==> config.mk <==
export PLATFORM = sky130hd
export DESIGN_NAME = addr4u_check_stage
export DESIGN_NICKNAME = d
export VERILOG_FILES = /design/src/rtl/addr4u_pkg.sv /design/src/rtl/addr4u_sat_cnt.sv /design/src/rtl/addr4u_check_stage.sv
export SDC_FILE = /design/constraint.sdc
export NUM_CORES = 1
export LEC_CHECK = 0
export ABC_AREA = 1
export CORE_ASPECT_RATIO = 1.1
export CORE_MARGIN = 3
export CORE_UTILIZATION = 45
export DETAILED_ROUTE_END_ITERATION = 8
export MAX_ROUTING_LAYER = met4
export PLACE_DENSITY = 0.73
export SYNTH_ARGS = -nofsm -noshare
export SYNTH_HDL_FRONTEND = slang
export SYNTH_HIERARCHICAL = 1
export SYNTH_SLANG_ARGS = --single-unit
==> constraint.sdc <==
create_clock -name clk -period 2.5 [get_ports clk]
set_input_delay 0.25 -clock clk [delete_from_list [all_inputs] [get_ports clk]]
set_output_delay 0.25 -clock clk [all_outputs]
set_load 0.005 [all_outputs]
==> src/rtl/addr4u_pkg.sv <==
`default_nettype none
// ============================================================================
// Module : addr4u_pkg
// Brief  : Shared widths, state encoding and golden-sum helper for the
//          4-bit adder check stage.
// Rev    : 1.0 - initial release
// ============================================================================
package addr4u_pkg;

    localparam int OP_W  = 4;
    localparam int SUM_W = 5;

    typedef enum logic [1:0] {
        IDLE   = 2'd0,
        SETTLE = 2'd1,
        HOLD   = 2'd2
    } addr4u_chk_state_e;

    function automatic logic [SUM_W-1:0] golden_sum(
        input logic [OP_W-1:0] a,
        input logic [OP_W-1:0] b
    );
        golden_sum = {1'b0, a} + {1'b0, b};
    endfunction

endpackage
`default_nettype wire

==> src/rtl/addr4u_sat_cnt.sv <==
`default_nettype none
// ============================================================================
// Module : addr4u_sat_cnt
// Brief  : Saturating up-counter with synchronous clear (clear beats inc).
// Rev    : 1.0 - initial release
// ============================================================================
module addr4u_sat_cnt #(
    parameter int W = 8
) (
    input  logic         clk,
    input  logic         rst,
    input  logic         clr,
    input  logic         inc,
    output logic [W-1:0] cnt
);

    logic [W-1:0] r_cnt;

    always_ff @(posedge clk) begin
        if (rst || clr) begin
            r_cnt <= '0;
        end else if (inc && (r_cnt != {W{1'b1}})) begin
            r_cnt <= r_cnt + W'(1);
        end
    end

    assign cnt = r_cnt;

endmodule
`default_nettype wire

==> src/rtl/addr4u_check_stage.sv <==
`default_nettype none
// ============================================================================
// Module : addr4u_check_stage
// Brief  : Launches operand pairs into an external 4-bit adder, waits a fixed
//          settle time, then checks the returned sum against A+B.
// Rev    : 1.0 - initial release
// ============================================================================
module addr4u_check_stage
    import addr4u_pkg::*;
#(
    parameter int SETTLE_CYC = 2,
    parameter int CNT_W      = 8
) (
    input  logic             clk,
    input  logic             rst,
    input  logic             in_valid,
    output logic             in_ready,
    input  logic [OP_W-1:0]  in_a,
    input  logic [OP_W-1:0]  in_b,
    output logic [OP_W-1:0]  add_a,
    output logic [OP_W-1:0]  add_b,
    input  logic [SUM_W-1:0] add_sum,
    output logic             out_valid,
    input  logic             out_ready,
    output logic [SUM_W-1:0] out_sum,
    output logic             out_err,
    output logic             err_sticky,
    output logic [CNT_W-1:0] err_count,
    output logic [CNT_W-1:0] txn_count,
    input  logic             clr_cnt
);

    localparam logic [3:0] c_SETTLE_INIT = 4'(SETTLE_CYC);

    addr4u_chk_state_e r_state;
    logic [3:0]        r_settle;
    logic [OP_W-1:0]   r_add_a;
    logic [OP_W-1:0]   r_add_b;
    logic [SUM_W-1:0]  r_golden;
    logic [SUM_W-1:0]  r_sum;
    logic              r_err;
    logic              r_sticky;

    logic w_accept;
    logic w_capture;
    logic w_mismatch;

    assign in_ready   = (r_state == IDLE) && !rst;
    assign w_accept   = in_valid && in_ready;
    assign w_capture  = (r_state == SETTLE) && (r_settle == 4'd0);
    assign w_mismatch = (add_sum != r_golden);

    // Operands stay on the adder inputs until the next accept so the DUT
    // output is never disturbed while it settles or while a result is held.
    always_ff @(posedge clk) begin
        if (rst) begin
            r_state  <= IDLE;
            r_settle <= 4'd0;
            r_add_a  <= '0;
            r_add_b  <= '0;
            r_golden <= '0;
            r_sum    <= '0;
            r_err    <= 1'b0;
        end else begin
            case (r_state)
                IDLE: begin
                    if (w_accept) begin
                        r_add_a  <= in_a;
                        r_add_b  <= in_b;
                        r_golden <= golden_sum(in_a, in_b);
                        r_settle <= c_SETTLE_INIT;
                        r_state  <= SETTLE;
                    end
                end
                SETTLE: begin
                    if (r_settle != 4'd0) begin
                        r_settle <= r_settle - 4'd1;
                    end else begin
                        r_sum   <= add_sum;
                        r_err   <= w_mismatch;
                        r_state <= HOLD;
                    end
                end
                HOLD: begin
                    if (out_ready) begin
                        r_state <= IDLE;
                    end
                end
                default: r_state <= IDLE;
            endcase
        end
    end

    always_ff @(posedge clk) begin
        if (rst || clr_cnt) begin
            r_sticky <= 1'b0;
        end else if (w_capture && w_mismatch) begin
            r_sticky <= 1'b1;
        end
    end

    addr4u_sat_cnt #(.W(CNT_W)) u_txn_cnt (
        .clk (clk),
        .rst (rst),
        .clr (clr_cnt),
        .inc (w_capture),
        .cnt (txn_count)
    );

    addr4u_sat_cnt #(.W(CNT_W)) u_err_cnt (
        .clk (clk),
        .rst (rst),
        .clr (clr_cnt),
        .inc (w_capture && w_mismatch),
        .cnt (err_count)
    );

    assign add_a      = r_add_a;
    assign add_b      = r_add_b;
    assign out_valid  = (r_state == HOLD);
    assign out_sum    = r_sum;
    assign out_err    = r_err;
    assign err_sticky = r_sticky;

endmodule
`default_nettype wire

==> flow_results.org <==
** Synth
- Cell count after synthesis :: 301
- Count of flip-flops with a built-in enable after synthesis :: 0
- Sequential area share after synthesis :: 0.393
- Top post-synthesis cells by count :: nand2_1, dfxtp_1, nor2_1
- Async set-reset flop share out of synthesis :: 0
- Cell type with the largest total area after synthesis :: dfxtp_1
- Post-synthesis register bit count :: 42
- Cells taking the most area after synthesis :: dfxtp_1, nand2_1, nor2_1, a21oi_1, inv_1
- Synthesis instantiated 28 different standard cells from the library.
- Of the post-synthesis cell area, the dominant cell type holds 0.393.
- Dividing the synthesized area by the synthesized cell count gives 7.11 um2.
- Most common cell in the netlist :: nand2_1
- Netlist Area Pre-Place :: 2140 um2
- Syn nets :: 327
- During synthesis, Yosys emitted a total of 6 warnings.
- For this run, the leading register cell type out of synthesis is dfxtp_1.

** Clocking
- Hold-fix buffer count after cts :: 0
- The number of gates resized after CTS was 0.
- Clock-pin slew was measured on the worst setup and hold paths at 90 ps.
- The H-tree was split into 2 levels.
- In this run the deepest clock path goes through 2 buffers.
- In this run the clock root is driven by a clkbuf_8.
- TritonCTS built the clock tree.
- Postcts setup bufs :: 0
- Skew-Pair Late Insertion Delay :: 290 ps
- Counting every sink on the clock net gives 42.
- Number of buffers inserted during clock tree synthesis :: 5

** Worst setup path
- STA puts the critical path data arrival time at 2030 ps.
- Critical path fanouts, max :: 6
- STA classifies the critical path startpoint as a register.
- Worst setup path category :: register to register
- Setup slack on the worst reg-to-reg path comes out at 670 ps.
- Cell-by-cell listing of the critical path :: inv_1, ha_1, inv_1, nor2_1, nand2_1, nor2_4, nand2_4, inv_1, nand2_1, nor3_1, nand3_1, nand2_1, nor2_1
- Worst stage delay on the critical path :: 320 ps
- Slowest-stage cell, CP :: dfxtp_1
- The critical path contains buffers and inverters numbering 3 combined.
- STA classifies the critical path endpoint as a register.
- Data on the critical path is required at its endpoint by 2700 ps.
- Category of cells accounting for the largest share of critical-path delay :: simple AND/OR/NAND/NOR gates

** Finish
- The net count of the finished layout is 381.
- In the final layout, the share of cells above drive strength 1 is 0.0983.
- Final standard cell count with taps included and fillers excluded :: 410
- Final antenna diode count :: 0
- Fin util :: 0.633
- After filler insertion, the fill cell instance count of the layout stands at 401.
- Area overhead of the layout relative to synthesis :: 31.3%
- After routing the design area is 2810 um2.

** Routing
- In this run the remaining antenna-violating nets after routing total 0.
- For this block, the initial DRC count from the detailed router was 92.
- Across all layers, the routed design uses 1953 vias.
- Average vias per placed instance :: 4.76
- Number of DRC violations after detailed routing :: 0
- Total routed wirelength :: 4530 um
- Number of detailed-routing iterations run before antenna repair :: 4
- Average wire per standard cell :: 11.1 um

** STA
- The final-report hold violation count was 0.
- Setup slack closes at 667 ps.
- Fmax :: 546 MHz
- Final TNS setup :: 0 ps
- The final-report max-slew violation count was 0.
- Final period utilization :: 0.733
- Max transition margin :: 0.752
- Setup violations remaining at the end of the flow were counted as 0.
- Tmin final :: 1830 ps
- Transition time of the tightest slew-check pin :: 371 ps
- Across the routed clock network, the largest skew measured is 7.66 ps.
- Setup repair after global routing missed its margin :: no

** Floorplan
- Die area :: 5620 um2
- Die Width :: 71.8 um
- The floorplan step set the die height to 78.3 um.
- Total number of placement rows :: 25
- Initial Utilization :: 0.482
- Std-Cell Core Area :: 4440 um2
- In this run the count of I/O pins placed on the die edge is 51.

** Hold path
- Kind of path behind the tightest hold check :: register to register

** Global routing
- For this run, the total global-route usage over all layers was measured as 0.176.
- After global routing the overflow that remains totals 0.
- Entering global routing, the biggest net connects 21 pins.
- Global-route wire length before repair :: 7790 um
- Met3 usage in global routing :: 0.0410
- Number of antenna violations at the first check in global routing :: 0
- Met1 track utilization from global routing :: 0.185
- GR Layer Usage met2 :: 0.324
- Most utilized layer in the global route result :: met2
- Vias in the first global route :: 1871

** Job
- Max-capacitance violation count :: 0

** Power and ir drop
- For this design the ratio of total power to cell area is 574 nW/um2.
- Relative contribution of sequential cells to total power :: 0.450
- The worst-case IR drop observed on VDD is 0.441 mV.
- The share of total power dissipated in the clock network is 0.397.
- Of the total power, the share spent switching nets is 0.239.
- The internal power of the cells totals 1.23 mW.
- Power spent charging and discharging nets :: 385 uW
- Of the total power, combinational logic draws 0.152.
- Leak :: 1.22 nW

** Place
- Final HPWL from detailed placement :: 3400 um
- Pre-CTS setup slack :: 572 ps
- The count of buffers added on input and output ports is 50.
- Placed Area :: 2670 um2
- Placed instance count :: 402
- The congestion estimate from routability-driven global placement came to 0.818.

** Run status
- The run finished with clean final reports.
sequential cells by signal (all words and copies together) (netlist names):
signal         cells
u_err_cnt/cnt      8
u_txn_cnt/cnt      8
out_sum            5
r_golden           5
add_a              4
add_b              4
r_settle           4
r_state            2
err_sticky         1
out_err            1
power groups by stage:
stage          Combinational [mW]  Clock [mW]  Sequential (mW)
2_1_floorplan               0.138           0            0.740
3_3_place_gp                0.240           0            0.741
3_5_place_dp                0.246           0            0.741
4_1_cts                     0.249       0.662            0.726
5_1_grt                     0.276       0.685            0.731
6_report                    0.246       0.640            0.726
cells in the final DEF (no fill, tap or decap), types with 2 or more instances in the layout:
master and count:
nand2_1 75, clkdlybuf4s50_1 50, dfxtp_1 42, nor2_1 40, inv_1 33, a21oi_1 27
nand3_1 21, o21ai_0 10, ha_1 7, inv_2 6, o21ai_1 6, clkbuf_8 5
buf_4 4, nand2_2 3, nor2_4 2, xnor2_1 2, bufinv_16 2, nor2_2 2
clkinv_1 2, nor2_8 2, nand3b_2 2, a31oi_1 2, nand3_2 2, nor3_1 2
metrics by stage:
step | power, mW | hold slack (ps)
6_report | 1.61 | 456
5_1_grt | 1.69 | 486
4_1_cts | 1.64 | 458
3_5_place_dp | 0.987 | 444
3_3_place_gp | 0.981 | 435
2_1_floorplan | 0.878 | 319
worst paths after layout:
path	start	depth (start not counted)	to
hold reg to reg	err_sticky	2	err_sticky
setup reg to reg	r_settle[0]	13	u_err_cnt/cnt[4]
hold / removal	err_sticky	2	err_sticky
setup / recovery	r_settle[0]	13	u_err_cnt/cnt[4]
metal layers:
layer  up-vias  part of all wire  wire length [um]
met4         0            0.0095                43
met1       853              0.45              2040
met5         -                 0                 0
li1       1058                 -                 -
met2        37              0.50              2260
met3         5             0.041               187
cells by family after synthesis:
logic type,share of synthesized area
simple gates,0.333
flops,0.393
compound gates,0.110
xor+xnor,0.00818
buf+inv,0.106
fa+ha+maj,0.0503
worst reg2reg max path, stage by stage (launching register included):
cell and delay (ps):
dfxtp_1 320, inv_1 100, ha_1 200, inv_1 50, nor2_1 90, nand2_1 100
nor2_4 130, nand2_4 70, inv_1 160, nand2_1 110, nor3_1 200, nand3_1 110
nand2_1 70, nor2_1 40
cell type report:
cell class / instances / area, um2 / area share
inverters: 42 / 160 / 0.0570
clock inverters: 3 / 68.8 / 0.0245
flip-flops and latches: 42 / 841 / 0.299
clock buffers: 5 / 68.8 / 0.0245
repair buffers: 54 / 531 / 0.189
multi-input cells: 210 / 1070 / 0.382
well taps: 54 / 67.6 / 0.0240
Note: power is estimated with default switching activity, not from simulation.
